File: src/rtl/calc_pkg.sv
// Shared calculator definitions: key codes, keypad scanner states and the
// row/column to key-code lookup used by keypad_scanner.
package calc_pkg;

  localparam logic [3:0] KEY_ADD  = 4'd10;
  localparam logic [3:0] KEY_SUB  = 4'd11;
  localparam logic [3:0] KEY_MUL  = 4'd12;
  localparam logic [3:0] KEY_CLR  = 4'd13;
  localparam logic [3:0] KEY_STAR = 4'd14;
  localparam logic [3:0] KEY_HASH = 4'd15;

  typedef enum logic [1:0] {
    SCAN     = 2'd0,
    DEBOUNCE = 2'd1,
    HELD     = 2'd2,
    RELEASE  = 2'd3
  } scan_state_t;

  // Physical keypad layout: row 0 is the top row, column 0 the leftmost.
  function automatic logic [3:0] key_lookup(input logic [1:0] row, input logic [1:0] col);
    logic [3:0] code;
    case ({row, col})
      4'h0:    code = 4'd1;
      4'h1:    code = 4'd2;
      4'h2:    code = 4'd3;
      4'h3:    code = KEY_ADD;
      4'h4:    code = 4'd4;
      4'h5:    code = 4'd5;
      4'h6:    code = 4'd6;
      4'h7:    code = KEY_SUB;
      4'h8:    code = 4'd7;
      4'h9:    code = 4'd8;
      4'hA:    code = 4'd9;
      4'hB:    code = KEY_MUL;
      4'hC:    code = KEY_STAR;
      4'hD:    code = 4'd0;
      4'hE:    code = KEY_HASH;
      default: code = KEY_CLR;
    endcase
    return code;
  endfunction

endpackage

File: src/rtl/scan_tick_gen.sv
// Scan prescaler: counts 0..SCAN_DIV-1 and raises tick for the single cycle
// on which the count wraps.
module scan_tick_gen #(
  parameter int SCAN_DIV = 100000
) (
  input  logic clk,
  input  logic rst_n,
  output logic tick
);

  localparam int CW = $clog2(SCAN_DIV);

  logic [CW-1:0] cnt_reg;

  assign tick = (cnt_reg == CW'(SCAN_DIV - 1));

  always_ff @(posedge clk or negedge rst_n) begin
    if (!rst_n) begin
      cnt_reg <= '0;
    end else if (tick) begin
      cnt_reg <= '0;
    end else begin
      cnt_reg <= cnt_reg + 1'b1;
    end
  end

endmodule

File: src/rtl/keypad_scanner.sv
// 4x4 keypad scanner/debouncer: one key_valid strobe per accepted press.
// Optional auto-repeat while held is enabled by defining KEYPAD_REPEAT_EN.
module keypad_scanner
  import calc_pkg::*;
#(
  parameter int SCAN_DIV       = 100000,
  parameter int DEBOUNCE_TICKS = 10,
  parameter int REPEAT_DELAY   = 250,
  parameter int REPEAT_PERIOD  = 50
) (
  input  logic       CLOCK_50,
  input  logic       Resetn,
  input  logic [3:0] ROW,
  output logic [3:0] COL,
  output logic [3:0] key_code,
  output logic       key_valid,
  output logic       key_held
);

  localparam int              CNT_W   = $clog2(DEBOUNCE_TICKS + 1);
  localparam logic [CNT_W-1:0] DB_CNT  = CNT_W'(DEBOUNCE_TICKS);
  localparam logic [CNT_W-1:0] CNT_ONE = CNT_W'(1);

  if (SCAN_DIV < 2 || DEBOUNCE_TICKS < 1 || REPEAT_DELAY < 1 || REPEAT_PERIOD < 1) begin : g_bad_params
    $error("keypad_scanner: invalid parameter set");
  end

  // Index of the (lowest) low bit of an active-low one-hot vector.
  function automatic logic [1:0] low_index(input logic [3:0] v);
    logic [1:0] idx;
    if (!v[0])      idx = 2'd0;
    else if (!v[1]) idx = 2'd1;
    else if (!v[2]) idx = 2'd2;
    else            idx = 2'd3;
    return idx;
  endfunction

  logic              tick;
  logic [3:0]        row_meta_reg, rs_reg;
  scan_state_t       state_reg, state_next;
  logic [3:0]        col_reg, col_next;
  logic [3:0]        pat_reg, pat_next;
  logic [1:0]        row_idx_reg, row_idx_next;
  logic [1:0]        col_idx_reg, col_idx_next;
  logic [CNT_W-1:0]  cnt_reg, cnt_next, cnt_inc;
  logic [3:0]        key_code_reg, key_code_next;
  logic              key_valid_reg, key_valid_next;
  logic              key_held_reg, key_held_next;
  logic              one_low;
  logic              accept;

`ifdef KEYPAD_REPEAT_EN
  localparam int REP_MAX = (REPEAT_DELAY > REPEAT_PERIOD) ? REPEAT_DELAY : REPEAT_PERIOD;
  localparam int REP_W   = $clog2(REP_MAX + 1);
  localparam logic [REP_W-1:0] REP_DELAY_CNT  = REP_W'(REPEAT_DELAY);
  localparam logic [REP_W-1:0] REP_PERIOD_CNT = REP_W'(REPEAT_PERIOD);

  logic [REP_W-1:0] rep_cnt_reg, rep_cnt_next;
  logic             rep_armed_reg, rep_armed_next;
`endif

  scan_tick_gen #(.SCAN_DIV(SCAN_DIV)) u_tick (
    .clk   (CLOCK_50),
    .rst_n (Resetn),
    .tick  (tick)
  );

  assign one_low   = ($countones(~rs_reg) == 1);
  assign cnt_inc   = cnt_reg + 1'b1;
  assign COL       = col_reg;
  assign key_code  = key_code_reg;
  assign key_valid = key_valid_reg;
  assign key_held  = key_held_reg;

  always_comb begin
    state_next     = state_reg;
    col_next       = col_reg;
    pat_next       = pat_reg;
    row_idx_next   = row_idx_reg;
    col_idx_next   = col_idx_reg;
    cnt_next       = cnt_reg;
    key_code_next  = key_code_reg;
    key_valid_next = 1'b0;
    key_held_next  = key_held_reg;
    accept         = 1'b0;
`ifdef KEYPAD_REPEAT_EN
    rep_cnt_next   = rep_cnt_reg;
    rep_armed_next = rep_armed_reg;
`endif
    if (tick) begin
      unique case (state_reg)
        SCAN: begin
          if (one_low) begin
            pat_next     = rs_reg;
            row_idx_next = low_index(rs_reg);
            col_idx_next = low_index(col_reg);
            cnt_next     = CNT_ONE;
            if (CNT_ONE == DB_CNT) accept = 1'b1;
            else                   state_next = DEBOUNCE;
          end else begin
            col_next = {col_reg[2:0], col_reg[3]};
          end
        end
        DEBOUNCE: begin
          if (rs_reg == pat_reg) begin
            cnt_next = cnt_inc;
            if (cnt_inc == DB_CNT) accept = 1'b1;
          end else begin
            state_next = SCAN;
          end
        end
        HELD: begin
          // Only a fully released keypad counts; extra keys are ignored.
          if (rs_reg == 4'hF) begin
            cnt_next = CNT_ONE;
`ifdef KEYPAD_REPEAT_EN
            rep_cnt_next   = '0;
            rep_armed_next = 1'b0;
`endif
            if (CNT_ONE == DB_CNT) begin
              key_held_next = 1'b0;
              state_next    = SCAN;
            end else begin
              state_next = RELEASE;
            end
          end
`ifdef KEYPAD_REPEAT_EN
          else begin
            rep_cnt_next = rep_cnt_reg + 1'b1;
            if (rep_cnt_next == (rep_armed_reg ? REP_PERIOD_CNT : REP_DELAY_CNT)) begin
              rep_cnt_next   = '0;
              rep_armed_next = 1'b1;
              key_valid_next = 1'b1;
            end
          end
`endif
        end
        RELEASE: begin
          if (rs_reg == 4'hF) begin
            cnt_next = cnt_inc;
            if (cnt_inc == DB_CNT) begin
              key_held_next = 1'b0;
              state_next    = SCAN;
            end
          end else begin
            state_next = HELD;
          end
        end
        default: state_next = SCAN;
      endcase
    end
    if (accept) begin
      state_next     = HELD;
      key_code_next  = key_lookup(row_idx_next, col_idx_next);
      key_valid_next = 1'b1;
      key_held_next  = 1'b1;
`ifdef KEYPAD_REPEAT_EN
      rep_cnt_next   = '0;
      rep_armed_next = 1'b0;
`endif
    end
  end

  always_ff @(posedge CLOCK_50 or negedge Resetn) begin
    if (!Resetn) begin
      row_meta_reg  <= 4'hF;
      rs_reg        <= 4'hF;
      state_reg     <= SCAN;
      col_reg       <= 4'b1110;
      pat_reg       <= 4'hF;
      row_idx_reg   <= 2'd0;
      col_idx_reg   <= 2'd0;
      cnt_reg       <= '0;
      key_code_reg  <= 4'd0;
      key_valid_reg <= 1'b0;
      key_held_reg  <= 1'b0;
`ifdef KEYPAD_REPEAT_EN
      rep_cnt_reg   <= '0;
      rep_armed_reg <= 1'b0;
`endif
    end else begin
      row_meta_reg  <= ROW;
      rs_reg        <= row_meta_reg;
      state_reg     <= state_next;
      col_reg       <= col_next;
      pat_reg       <= pat_next;
      row_idx_reg   <= row_idx_next;
      col_idx_reg   <= col_idx_next;
      cnt_reg       <= cnt_next;
      key_code_reg  <= key_code_next;
      key_valid_reg <= key_valid_next;
      key_held_reg  <= key_held_next;
`ifdef KEYPAD_REPEAT_EN
      rep_cnt_reg   <= rep_cnt_next;
      rep_armed_reg <= rep_armed_next;
`endif
    end
  end

endmodule
File: config.mk
export PLATFORM = sky130hd
export DESIGN_NAME = keypad_scanner
export DESIGN_NICKNAME = d
export VERILOG_FILES = /design/src/rtl/calc_pkg.sv /design/src/rtl/scan_tick_gen.sv /design/src/rtl/keypad_scanner.sv
export SDC_FILE = /design/constraint.sdc
export NUM_CORES = 1
export LEC_CHECK = 0
export CAP_MARGIN = 20
export CORE_MARGIN = 10
export CORE_UTILIZATION = 53
export DETAILED_ROUTE_END_ITERATION = 16
export GPL_ROUTABILITY_DRIVEN = 1
export HOLD_SLACK_MARGIN = 0.02
export PLACE_DENSITY_LB_ADDON = 0.08
export SYNTH_ARGS = -nofsm -noshare
export SYNTH_HDL_FRONTEND = slang
export SYNTH_HIERARCHICAL = 1
export SYNTH_SLANG_ARGS = --single-unit
File: constraint.sdc
create_clock -name CLOCK_50 -period 3.1 [get_ports CLOCK_50]
set_input_delay 0.465 -clock CLOCK_50 [delete_from_list [all_inputs] [get_ports CLOCK_50]]
set_output_delay 0.465 -clock CLOCK_50 [all_outputs]
set_load 0.02 [all_outputs]
======== After elaboration in Yosys (flattened, before gate mapping) ========
Memories as Yosys holds them, arrays and structs flattened. A register that Yosys moved wholly into a read port is not among the register bits.
Cells that the tools add are included.
storage, ports and cells
  register bits after elaboration ......... 45
  memory bits (read-only) ................. 64
  logic and storage cells ................. 82
  memories ................................ 1
operators by class
  add/subtract/negate cells ............... 5
  equal/unequal tests ..................... 16
  muxes and demuxes ....................... 36
  bitwise operators ....................... 2
  reductions and logical operators ........ 11
memory list
  name             words  bits a word  rd ports  clocked after memory_dff  write ports  line            text
  (no name shown)  16     4            1         1                         0            calc_pkg.sv:22  case ({row, col})
operators with widths
  operator                                                               number
  2-bit two-way mux                                                      17
  17-bit by 1-bit adder with 17-bit output, second input constant        1
  17-bit equality test, second input constant                            1
  17-bit two-way mux                                                     1
  4-bit two-way mux                                                      4
  4-bit case mux with 4 select lines                                     1
  1-bit two-way mux                                                      12
  5-bit AND reduction                                                    2
  3-bit inequality test, second input constant                           3
  4-bit equality test, second input constant                             2
  2-bit inequality test, second input constant                           4
  2-bit case mux with 4 select lines                                     1
  2-bit nonzero test                                                     4
  3-bit AND reduction                                                    2
  1-bit by 1-bit adder with 2-bit output                                 2
  4-bit by 1-bit adder with 4-bit output, second input constant          1
  2-bit equality test, second input constant                             2
  4-bit equality test                                                    1
  4-bit inequality test, second input constant                           1
  4-bit inverter                                                         1
  4-bit AND reduction                                                    1
  2-bit by 2-bit adder with 3-bit output                                 1
  3-bit by 1-bit equality test with 1-bit output, second input constant  1
  2-bit by 1-bit equality test with 1-bit output, second input constant  1
  other kinds (3)                                                        3

======== Longest topological paths before layout ========
Gate-level depths: netlist of run 1.
  depth after elaboration ................. 8
  gate-level depth with buffers ........... 16
  gate-level depth less buffers ........... 14

======== By module ========
The synthesis of run 1 kept the hierarchy.
by module, submodules not included
  module          instances  cells each  area an instance (sq um)
  keypad_scanner  1          160         1729.2
  scan_tick_gen   1          74          832.0

======== Worst setup path after synthesis of run 1 ========
Ideal clock, no wire load.
  path kind ............................... register to register
  start point ............................. register rs_reg[0]
  end point ............................... register key_code_reg[2], in the netlist key_code[2]
  setup time .............................. 130 ps
  arrival time ............................ 3045 ps
  required time ........................... 2970 ps
  slack ................................... -75 ps
  stages on the path, launching flop included .. 16
  period minus slack after synthesis ...... 3175 ps
  cells stage by stage .................... dfstp_2 > fa_1 > inv_1 > ha_1 > ha_1 > nor3b_4 > nand3_2 > clkbuf_1 > nand2_1 > o21ai_1 > ha_1 > inv_1 > a311oi_1 > a31oi_1 > a41oi_1 > o22ai_1
on the way
  longest elaborated chain between the ends .. 7
  elaborated cells on any way between the ends .. 15
  classes of those cells .................. add/sub: 2; eq/ne: 2; mux: 10; bitwise: 1
ends and longest elaborated chain
  item                                                          line                   text
  start: declaration                                            keypad_scanner.sv:39   logic [3:0] row_meta_reg, rs_reg;
  start signal: assignment                                      keypad_scanner.sv:183  rs_reg <= row_meta_reg;
  4-bit inverter                                                keypad_scanner.sv:68   assign one_low = ($countones(~rs_reg) == 1);
  1-bit by 1-bit adder with 2-bit output (not written as such)  keypad_scanner.sv:68
  2-bit by 2-bit adder with 3-bit output (not written as such)  keypad_scanner.sv:68
  3-bit by 1-bit equality test with 1-bit output                keypad_scanner.sv:68
  2-bit two-way mux                                             keypad_scanner.sv:93   if (one_low) begin
  2-bit two-way mux                                             keypad_scanner.sv:91   unique case (state_reg)
  2-bit two-way mux                                             keypad_scanner.sv:90   if (tick) begin
  via col_idx_next[0]                                           keypad_scanner.sv:44   logic [1:0] col_idx_reg, col_idx_next;
  end: declaration                                              keypad_scanner.sv:46   logic [3:0] key_code_reg, key_code_next;
The timed path passes the listed nets, and every way through them passes these cells.
A chain may end at the register's enable or synchronous reset.

======== Worst setup path after layout of run 1 ========
  start point ............................. register rs_reg[3]
  end point ............................... register key_code_reg[2], in the netlist key_code[2]
on the way
  longest elaborated chain between the ends .. 7
  elaborated cells on any way between the ends .. 14
  classes of those cells .................. add/sub: 2; eq/ne: 2; mux: 9; bitwise: 1
ends and longest elaborated chain
  item                                                          line
  4-bit inverter                                                keypad_scanner.sv:68
  1-bit by 1-bit adder with 2-bit output (not written as such)  keypad_scanner.sv:68
  2-bit by 2-bit adder with 3-bit output (not written as such)  keypad_scanner.sv:68
  3-bit by 1-bit equality test with 1-bit output                keypad_scanner.sv:68
  2-bit two-way mux                                             keypad_scanner.sv:93
  2-bit two-way mux                                             keypad_scanner.sv:91
  2-bit two-way mux                                             keypad_scanner.sv:90
Parallel ways exist; a longest one is shown, timed or not.

==> metrics.csv, run 1 <==
stage;metric;value;unit
logic_synthesis;Seq cells post-synth;49;
place;gpl congestion;0.857;
global_route;first-pass GRT wire length;7680;um
final_layout;# diodes;0;
logic_synthesis;Post-Syn Area;0.00256;mm2
detailed_routing;first drt pass iteration count;4;
place;PortBufs;15;
detailed_routing;Routed WL;4490;um
place;post-DP HPWL;3180;um
sta;post-route setup TNS;0;ns
final_layout;Largest register FFs;17;
global_route;initial antenna violation count;0;
final_layout;final net count;272;
setup_path;CP bufs+invs;3;
outcome;status;finished, final reports clean;
setup_path;crit-path most repeated cell;inv_1;
logic_synthesis;Mean Syn Cell Area;10.9;um2
place;post-place setup slack;0.0778;ns
final_layout;Synth-to-Final Area Change;14.1;%
setup_path;crit-path max FO;5;
clock_tree;CTS H-Tree Depth;2;
setup_path;CP delay by family, top;adder cells;
clock_tree;CTS tree;built;
setup_path;critical path arrival;3.21;ns
min_path;worst hold path class;in2async;
die;Core ar.;0.00469;mm2
sta;pin slew with the least headroom to its limit;0.464;ns
clock_tree;maximum root-to-sink buffer count;2;
detailed_routing;via count;1682;
clock_tree;Reg clk slew, reported paths;0.09;ns
setup_path;Worst Path Required;3.32;ns
power;PwrDens;371;mW/mm2
die;Starting Density;54.6;%
logic_synthesis;Synth Flop Type;dfrtp_1;
die;row cnt;25;
setup_path;slowest stage delay, CP;0.58;ns
sta;fin crit share;96.2;%
power;Lkg Pwr;1.21;nW
sta;Tmin final;2.98;ns
sta;Clock Skews;0.00854;ns
logic_synthesis;async set or reset register ratio after synthesis;100;%
logic_synthesis;count leader, synth;dfrtp_1;
logic_synthesis;most frequent cells after synthesis;dfrtp_1, nand2_1, dfstp_2;
setup_path;crit-path cells;fa_1, inv_1, ha_2, ha_4, nor3b_4, nand3_2, buf_4, o21ai_1, ha_1, inv_1, a311oi_2, a31oi_1, a41oi_1, o22ai_1;
logic_synthesis;syn nets;248;
sta;Max-slew headroom;68.8;%
setup_path;crit start category;flip-flop;
clock_tree;Num CTS Buffers;5;
clock_tree;CTS Hold Bufs;0;
setup_path;Crit Path Class;reg2reg;
final_layout;layout cells sized above 1;23.6;%
die;height of the chip;89.5;um
sta;min setup slack post-route;0.117;ns
detailed_routing;Wirelength per Cell;14.4;um
detailed_routing;vias per cell;5.37;
logic_synthesis;post-synth top area cell;dfrtp_1;
sta;Hold Fails Final Rpt;0;
power;Worst VDD drop;0.000259;V
logic_synthesis;top-area cell type share of the netlist area;33.2;%
sta;maximum clock frequency;0.335;GHz
detailed_routing;DR iter-0 viols;67;
logic_synthesis;sequential fraction of the synthesis area;48.6;%
logic_synthesis;Yosys warnings;6;
setup_path;CP max-delay cell;dfstp_2;
global_route;vias in the first global route;1671;
setup_path;CP endpoint kind;flip-flop;
clock_tree;Root Driver;clkbuf_8;
die;DIE WIDTH;89.5;um
global_route;gr usage total;12.1;%
die;Die ar.;0.00801;mm2
power;Tot Pwr;1.08;mW
sta;Final Slew Violations;0;
final_layout;Layout fillers;395;
global_route;largest net degree at the start of global routing;50;
flow_run;max cap viols;0;
sta;Setup-failing EPs final;0;
logic_synthesis;Post-Syn Instances;234;
clock_tree;worst-skew pair later-pin latency;0.30;ns
logic_synthesis;Netlist cell types;56;
logic_synthesis;EDFF count, synth;0;
global_route;grt ovf;0;
logic_synthesis;largest cells by area after synthesis;dfrtp_1, dfstp_2, xnor2_1;
detailed_routing;DRC Markers;0;
clock_tree;Clock Sinks;49;
detailed_routing;Routed Antenna Nets;0;
die;Ports;16;
power by group:
part	total [mW]	switching, mW	internal, mW
clock	0.363	0.204	0.160
sequential	0.653	0.00381	0.649
combinational	0.0678	0.0351	0.0327
total	1.08	0.242	0.841
cells in the final DEF (no fill, tap or decap), drive strengths merged, types with 9 or more instances in the layout:
cell and count:
xnor2 13, clkdlybuf4s50 14, nor2 13, dfrtp 34, buf 11, inv 15, nand2 24, nand2b 9
o21ai 14, nand3 12, dfstp 15
per-stage QoR:
step	hold slack (ns)	cells	area (um2)	utilization [%]
after detailed placement	0.348	300	2760	58.9
after global placement	0.346	300	2760	58.9
after CTS	0.362	308	2850	60.7
final	0.0665	313	2920	62.3
after floorplan	0.169	234	2570	-
after global routing	0.0712	313	2920	62.3
final timing paths:
kind / start / end / slack (ns) / cells past startpoint
setup / recovery: rs_reg[3] / key_code[2] / 0.12 / 14
hold / removal: Resetn / key_valid / 0.07 / 1
setup reg to reg: rs_reg[3] / key_code[2] / 0.12 / 14
hold reg to reg: row_meta_reg[2] / rs_reg[2] / 0.36 / 0
max in group asynchronous: Resetn / pat_reg[3] / 2.46 / 2
min in group CLOCK_50: row_meta_reg[2] / rs_reg[2] / 0.36 / 0
layer usage:
metal,part of all wire [%],wire length [um],GRT usage (%)
met1,48,2160,15.5
met2,48,2170,19.5
met3,3.2,144,3.56
met4,0.38,17,3.03
met5,0,0,0
final cells by class:
| type | instances | area [um2] | area share (%) |
|---|---|---|---|
| clock buffers | 6 | 72.6 | 2.48 |
| clock inverters | 2 | 13.8 | 0.471 |
| inverters | 14 | 52.6 | 1.80 |
| multi-input cells | 163 | 1240 | 42.4 |
| flip-flops and latches | 49 | 1240 | 42.6 |
| well taps | 54 | 67.6 | 2.31 |
| repair buffers | 25 | 233 | 7.96 |
kinds of logic (layout without fill, tap and decap cells):
group,after synthesis,count (layout),share of synthesized area [%]
xor gates and xnor gates,21,21,7.18
muxes,11,11,4.84
AOI/OAI and AO/OA,32,32,8.60
adders and majority gates,8,8,4.20
buffers and inverters,22,47,3.96
DFF,49,49,48.6
and+or+nand+nor,91,91,22.6
what timing repair did:
action,CTS,global route
gates resized for setup,0,5
setup buffers,0,4
endpoints found under the setup margin,0,1
No activity file was read; power rests on OpenSTA's default activity.
==> inputs of run 2 (changes only) <==
--- a/config.mk
+++ b/config.mk
@@ -8,10 +8,13 @@
 export CAP_MARGIN = 20
 export CORE_MARGIN = 10
 export CORE_UTILIZATION = 53
+export CTS_CLUSTER_SIZE = 8
 export DETAILED_ROUTE_END_ITERATION = 16
 export GPL_ROUTABILITY_DRIVEN = 1
+export GPL_TIMING_DRIVEN = 0
 export HOLD_SLACK_MARGIN = 0.02
 export PLACE_DENSITY_LB_ADDON = 0.08
+export SETUP_SLACK_MARGIN = 0.15
 export SYNTH_ARGS = -nofsm -noshare
 export SYNTH_HDL_FRONTEND = slang
 export SYNTH_HIERARCHICAL = 1
==> run 2 against run 1 <==
Net effect: the run now ends with setup timing left; register-to-register slack got worse by 0.13 ns; clock-buffer cell count unchanged; largest power group unchanged; cell count up 2.6%; critical path type unchanged; die area stayed put.
==> metrics.csv, run 2 (same netlist as run 1, synthesis figures left out) <==
stage;metric;value;unit;change
power;Pint;0.863;mW;+2.6%
setup_path;Worst Path Required;3.29;ns;-0.03 ns
sta;post-route setup TNS;-0.0166;ns;-0.0166 ns
detailed_routing;vias per cell;5.43;;+0.99%
global_route;gr usage total;12.7;%;+0.61 points
setup_path;Crit Path Class;reg2reg;;
setup_path;critical path arrival;3.30;ns;+0.09 ns
die;Starting Density;54.6;%;unchanged
place;post-DP HPWL;3230;um;+1.7%
setup_path;register-to-register setup slack;-0.02;ns;-0.13 ns
place;gpl congestion;0.821;;-4.2%
power;Worst VDD drop;0.000280;V;+8.1%
detailed_routing;Routed WL;4480;um;-0.40%
sta;fin crit share;101;%;+4.3 points
clock_tree;CTS H-Tree Depth;2;;unchanged
clock_tree;Num CTS Buffers;5;;unchanged
final_layout;commonest cells after routing, fill and taps aside;dfrtp_1, nand2_1, dfstp_2;;
sta;Hold Fails Final Rpt;0;;unchanged
die;DIE WIDTH;89.5;um;unchanged
sta;Clock Skews;0.0107;ns;+0.00218 ns
clock_tree;worst-skew pair later-pin latency;0.30;ns;about the same
die;height of the chip;89.5;um;unchanged
final_layout;most common cell after layout, fill and taps aside;dfrtp_1;;
power;NetSw;0.252;mW;+4.1%
power;PwrDens;370;mW/mm2;about the same
clock_tree;Clock Sinks;49;;unchanged
die;row cnt;25;;unchanged
clock_tree;Reg clk slew, reported paths;0.09;ns;about the same
sta;Tmin final;3.12;ns;+0.134 ns
place;PortBufs;15;;unchanged
global_route;largest net degree at the start of global routing;34;;-32%
global_route;grt ovf;0;;unchanged
final_layout;Synth-to-Final Area Change;17.5;%;
die;Ports;16;;unchanged
detailed_routing;DRC Markers;0;;unchanged
power;Gate power share;6.2;%;about the same
global_route;vias in the first global route;1714;;+2.6%
die;Die ar.;0.00801;mm2;unchanged
min_path;worst hold path class;in2async;;
sta;min setup slack post-route;-0.0166;ns;-0.134 ns
detailed_routing;Routed Antenna Nets;0;;unchanged
detailed_routing;via count;1742;;+3.6%
power;Tot Pwr;1.12;mW;+2.9%
clock_tree;CTS tree;built;;
clock_tree;Root Driver;clkbuf_8;;
outcome;violated checks;setup timing;;
detailed_routing;DR iter-0 viols;64;;-4.5%
sta;pin slew with the least headroom to its limit;0.435;ns;-0.0287 ns
sta;Hold WS;0.0879;ns;+0.0214 ns
power;Switching Fraction;22.6;%;+0.26 points
sta;Final Slew Violations;0;;unchanged
final_layout;final net count;280;;+2.9%
global_route;first-pass GRT wire length;8000;um;+4.2%
final_layout;fin cells;321;;+2.6%
setup_path;CP endpoint kind;flip-flop;;
power;sequential share of power;58.5;%;-1.7 points
flow_run;max cap viols;0;;unchanged
power;Lkg Pwr;1.26;nW;+4.1%
sta;Setup-failing EPs final;1;;+1
final_layout;fin area;0.00301;mm2;+3.0%
outcome;status;finished, violations left;;
global_route;initial antenna violation count;0;;unchanged
detailed_routing;Wirelength per Cell;13.9;um;-2.9%
die;Core ar.;0.00469;mm2;unchanged
final_layout;Largest register FFs;17;;unchanged
final_layout;Layout fillers;399;;+1.0%
power;Clock power frac;35.3;%;+1.8 points
sta;Max-slew headroom;71.0;%;+2.2 points
setup_path;crit start category;flip-flop;;
sta;unrepaired setup endpoints after global routing;true;;
final_layout;layout cells sized above 1;25.8;%;+2.3 points
clock_tree;CTS Hold Bufs;0;;unchanged
setup_path;R2R depth;15;;+1
clock_tree;maximum root-to-sink buffer count;2;;unchanged
setup_path;crit-path max FO;6;;+1
place;placed cell areas;0.00282;mm2;+2.0%
detailed_routing;first drt pass iteration count;4;;unchanged
place;Placed Cells;304;;+1.3%
sta;maximum clock frequency;0.321;GHz;-4.3%
final_layout;# diodes;0;;unchanged
==> run 2: cell types whose count changed in the layout (fill, tap and decap cells not counted), sizes merged <==
cell      previous run  this run
buf                 11        17
clkbuf               6         8
clkinv               0         2
clkinvlp             1         0
inv                 15        14
==> run 2: worst paths after layout <==
kind,start,endpoint
max reg2reg,rs_reg[1],key_code[2]
max,rs_reg[1],key_code[2]
min reg2reg,row_meta_reg[1],rs_reg[1]
max in group asynchronous,Resetn,rs_reg[0]
min in group CLOCK_50,row_meta_reg[1],rs_reg[1]
min,Resetn,cnt_reg[1]
==> run 2: repair_timing <==
| action | in CTS | in global routing |
|---|---|---|
| pin swaps | 5 | 4 |
| resized for setup | 5 | 1 |
| buffers inserted | 9 | 1 |
| endpoints found under the setup margin | 2 | 1 |
==> run 2: area by class of cell <==
| cell class | instances | area [um2] | area share [%] |
|---|---|---|---|
| Inverter | 14 | 52.6 | 1.75 |
| Clock buffer | 6 | 82.6 | 2.74 |
| Timing Repair Buffer | 26 | 244 | 8.10 |
| Multi-Input combinational cell | 163 | 1250 | 41.5 |
| Buffer | 7 | 55.1 | 1.83 |
| Sequential cell | 49 | 1240 | 41.4 |
| Tap cell | 54 | 67.6 | 2.24 |
| Clock inverter | 2 | 13.8 | 0.457 |
==> run 2: power by group through the flow <==
stage / Sequential (mW) / Combinational, mW / Clock, mW
floorplan: 0.665 / 0.0303 / 0
global placement: 0.666 / 0.0543 / 0
detailed placement: 0.666 / 0.0583 / 0
CTS: 0.652 / 0.0714 / 0.412
global route: 0.653 / 0.0774 / 0.436
finish: 0.652 / 0.0694 / 0.394
==> run 2: stage by stage <==
stage                     utilization (%)  setup WS, ns
after global routing                 64.2        -0.143
after detailed placement             60.1        -0.276
after global placement               59.8        -0.259
after CTS                            63.9       -0.0557
after floorplan                         -        0.0546
final                                64.2       -0.0166
==> run 2: metal layers <==
metal / wire [um] / global-route usage [%] / vias up
li1: - / - / 877
met1: 2270 / 18.0 / 835
met2: 1970 / 18.1 / 24
met3: 170 / 3.46 / 6
met4: 61 / 4.48 / 0
met5: 0 / 0 / -
==> run 2: worst max-delay path, stage by stage, from the launching register on <==
cell and delay (ns):
dfstp_2 0.55, fa_1 0.41, inv_1 0.07, ha_2 0.18, ha_4 0.20, nor3b_4 0.25, nand3_4 0.13, clkbuf_8 0.18
nand2_2 0.06, o21ai_2 0.06, ha_1 0.30, inv_1 0.06, a311oi_2 0.20, a31oi_1 0.06, a41oi_1 0.20, o22ai_1 0.09
==> inputs of run 3 (changes only) <==
--- a/config.mk
+++ b/config.mk
@@ -7,13 +7,13 @@
 export LEC_CHECK = 0
 export CAP_MARGIN = 20
 export CORE_MARGIN = 10
-export CORE_UTILIZATION = 53
+export CORE_UTILIZATION = 54
 export CTS_CLUSTER_SIZE = 8
 export DETAILED_ROUTE_END_ITERATION = 16
 export GPL_ROUTABILITY_DRIVEN = 1
 export GPL_TIMING_DRIVEN = 0
 export HOLD_SLACK_MARGIN = 0.02
-export PLACE_DENSITY_LB_ADDON = 0.08
+export PLACE_DENSITY = 0.73
 export SETUP_SLACK_MARGIN = 0.15
 export SYNTH_ARGS = -nofsm -noshare
 export SYNTH_HDL_FRONTEND = slang
==> constraint.sdc (replaced) <==
create_clock -name CLOCK_50 -period 3.8 [get_ports CLOCK_50]
set_input_delay 0.57 -clock CLOCK_50 [delete_from_list [all_inputs] [get_ports CLOCK_50]]
set_output_delay 0.57 -clock CLOCK_50 [all_outputs]
set_load 0.02 [all_outputs]
==> run 3 against run 2 <==
Net effect: largest power group unchanged; sequential power down 18%; die area fell by 1.4%; critical path type unchanged; register-to-register slack improved by 0.44 ns; flip-flop and latch count is the same; first-iteration DRC count is 88% higher; the run now ends clean; sequential share of layout area up 1.7 points; fmax is 7.7% lower; core utilization rose by 0.41 points.
==> metrics.csv, run 3 (same netlist as run 1, synthesis figures left out) <==
stage;metric;value;unit;change
die;Ports;16;;unchanged
global_route;gr usage total;12.0;%;-0.71 points
sta;unrepaired setup endpoints after global routing;false;;
setup_path;CP endpoint kind;flip-flop;;
setup_path;crit start category;flip-flop;;
setup_path;CP delay by family, top;adder cells;;
clock_tree;CTS Hold Bufs;0;;unchanged
power;Worst VDD drop;0.000262;V;-6.3%
final_layout;Multi-input gate area;0.00122;mm2;-2.2%
setup_path;crit-path max FO;10;;+4
final_layout;Synth-to-Final Area Change;12.8;%;
power;PwrDens;306;mW/mm2;-18%
setup_path;Crit Path Class;reg2reg;;
die;Core ar.;0.00447;mm2;-4.6%
sta;Hold Fails Final Rpt;0;;unchanged
die;height of the chip;88.9;um;-0.72%
sta;Setup-failing EPs final;0;;-1
final_layout;layout cells sized above 1;20.9;%;-4.9 points
setup_path;CP max-delay cell;fa_1;;
detailed_routing;DR iter-0 viols;120;;+88%
setup_path;R2R depth;15;;unchanged
global_route;met2 Use GR;16.6;%;-1.5 points
clock_tree;CTS H-Tree Depth;2;;unchanged
clock_tree;worst-skew pair later-pin latency;0.31;ns;about the same
sta;post-route setup TNS;0;ns;+0.0166 ns
setup_path;critical path arrival;3.56;ns;+0.26 ns
sta;pin slew with the least headroom to its limit;0.372;ns;-0.0632 ns
sta;Final Slew Violations;0;;unchanged
setup_path;register-to-register setup slack;0.42;ns;+0.44 ns
detailed_routing;vias per cell;5.54;;+2.1%
final_layout;register area;0.00124;mm2;unchanged
outcome;status;finished, final reports clean;;
clock_tree;maximum root-to-sink buffer count;2;;unchanged
sta;Tmin final;3.38;ns;+0.261 ns
setup_path;slowest stage delay, CP;0.53;ns;-0.02 ns
detailed_routing;DRC Markers;0;;unchanged
sta;Clock Skews;0.0101;ns;-0.000636 ns
global_route;M3 GR Usage;3.40;%;-0.063 points
final_layout;most common cell after layout, fill and taps aside;dfrtp_1;;
place;post-DP HPWL;3130;um;-3.3%
setup_path;CP bufs+invs;3;;unchanged
detailed_routing;Wirelength per Cell;13.7;um;-1.5%
clock_tree;Clock Sinks;49;;unchanged
final_layout;# diodes;0;;unchanged
sta;Max-slew headroom;75.0;%;+4.0 points
clock_tree;Reg clk slew, reported paths;0.09;ns;about the same
clock_tree;Num CTS Buffers;5;;unchanged
final_layout;commonest cells after routing, fill and taps aside;dfrtp_1, nand2_1, dfstp_2;;
global_route;largest net degree at the start of global routing;37;;+8.8%
global_route;grt ovf;0;;unchanged
global_route;initial antenna violation count;0;;unchanged
final_layout;Largest register FFs;17;;unchanged
min_path;worst hold path class;in2async;;
final_layout;Layout fillers;387;;-3.0%
global_route;Top Usage Layer GRT;met1;;
clock_tree;CTS tree;built;;
detailed_routing;Routed Antenna Nets;0;;unchanged
sta;fin crit share;88.9;%;-12 points
place;PortBufs;15;;unchanged
global_route;grt met1 use;17.3;%;-0.69 points
die;row cnt;24;;-4.0%
place;gpl congestion;0.834;;+1.5%
power;Lkg Pwr;1.21;nW;-4.2%
global_route;first-pass GRT wire length;7550;um;-5.7%
global_route;vias in the first global route;1584;;-7.6%
setup_path;endpoint of the worst-slack reg-to-reg timing path;key_code[2];;
flow_run;max cap viols;0;;unchanged
clock_tree;Root Driver;clkbuf_8;;
setup_path;crit-path cells;fa_1, inv_1, ha_1, ha_1, nor3b_4, nand3_4, clkbuf_2, nand2_1, o21ai_1, ha_1, inv_1, a311oi_1, a31oi_1, a41oi_1, o22ai_1;;
die;Starting Density;57.2;%;+2.7 points
detailed_routing;Routed WL;4260;um;-4.9%
setup_path;Worst Path Required;3.98;ns;+0.69 ns
power;Tot Pwr;0.883;mW;-21%
sta;maximum clock frequency;0.296;GHz;-7.7%
detailed_routing;via count;1718;;-1.4%
die;DIE WIDTH;88.9;um;-0.72%
detailed_routing;first drt pass iteration count;4;;unchanged
setup_path;crit-path most repeated cell;ha_1;;
setup_path;worst r2r src;rs_reg[0];;
final_layout;final net count;271;;-3.2%
die;Die ar.;0.00790;mm2;-1.4%
-- run 3: cell types whose count changed in the layout (fill, tap and decap cells not counted), moves of 2 or more --
cell,delta
ha_1,+2
inv_4,+2
buf_4,-8
clkbuf_8,-2
-- run 3: worst max-delay path by stage --
stage,cells past startpoint,start,end
floorplan,15,rs_reg[0],key_code[2]
global placement,15,rs_reg[0],key_code[2]
detailed placement,15,rs_reg[0],key_code[2]
CTS,15,rs_reg[0],key_code[2]
global route,15,rs_reg[0],key_code[2]
finish,15,rs_reg[0],key_code[2]
-- run 3: stage by stage --
stage               worst slack, ns  instances  hold slack (ns)  instance area (um2)  util, %
finish                        0.422        310            0.155                 2890     64.6
global route                  0.177        310            0.175                 2890     64.6
CTS                           0.234        310            0.162                 2880     64.3
detailed placement            0.263        302            0.347                 2790     62.4
global placement              0.284        301            0.345                 2780     62.1
floorplan                     0.625        234            0.274                 2560        -
-- run 3: per-layer routing --
layer	wire length (um)	up-vias
li1	-	855
met5	0	-
met2	1800	35
met1	2160	822
met3	240	6
met4	57	0
-- run 3: repair_timing --
| action | 4_1_cts | 5_1_grt |
|---|---|---|
| setup buffers | 0 | 1 |
| endpoints found under the hold margin | 0 | 0 |
| setup endpoints to repair | 0 | 1 |
| gates resized for setup | 0 | 3 |
-- run 3: final cells by class --
class / instances / share of cell area [%]
timing repair buffer: 17 / 5.98
tap: 52 / 2.25
buffer: 7 / 1.60
sequential: 49 / 43.1
multi-input combinational: 163 / 42.3
clock buffer: 6 / 2.51
inverter: 14 / 1.82
clock inverter: 2 / 0.433
-- run 3: report_power, final --
part	switching [mW]	internal (mW)
Combinational	0.0252	0.0203
Sequential	0.00416	0.529
Clock	0.173	0.131
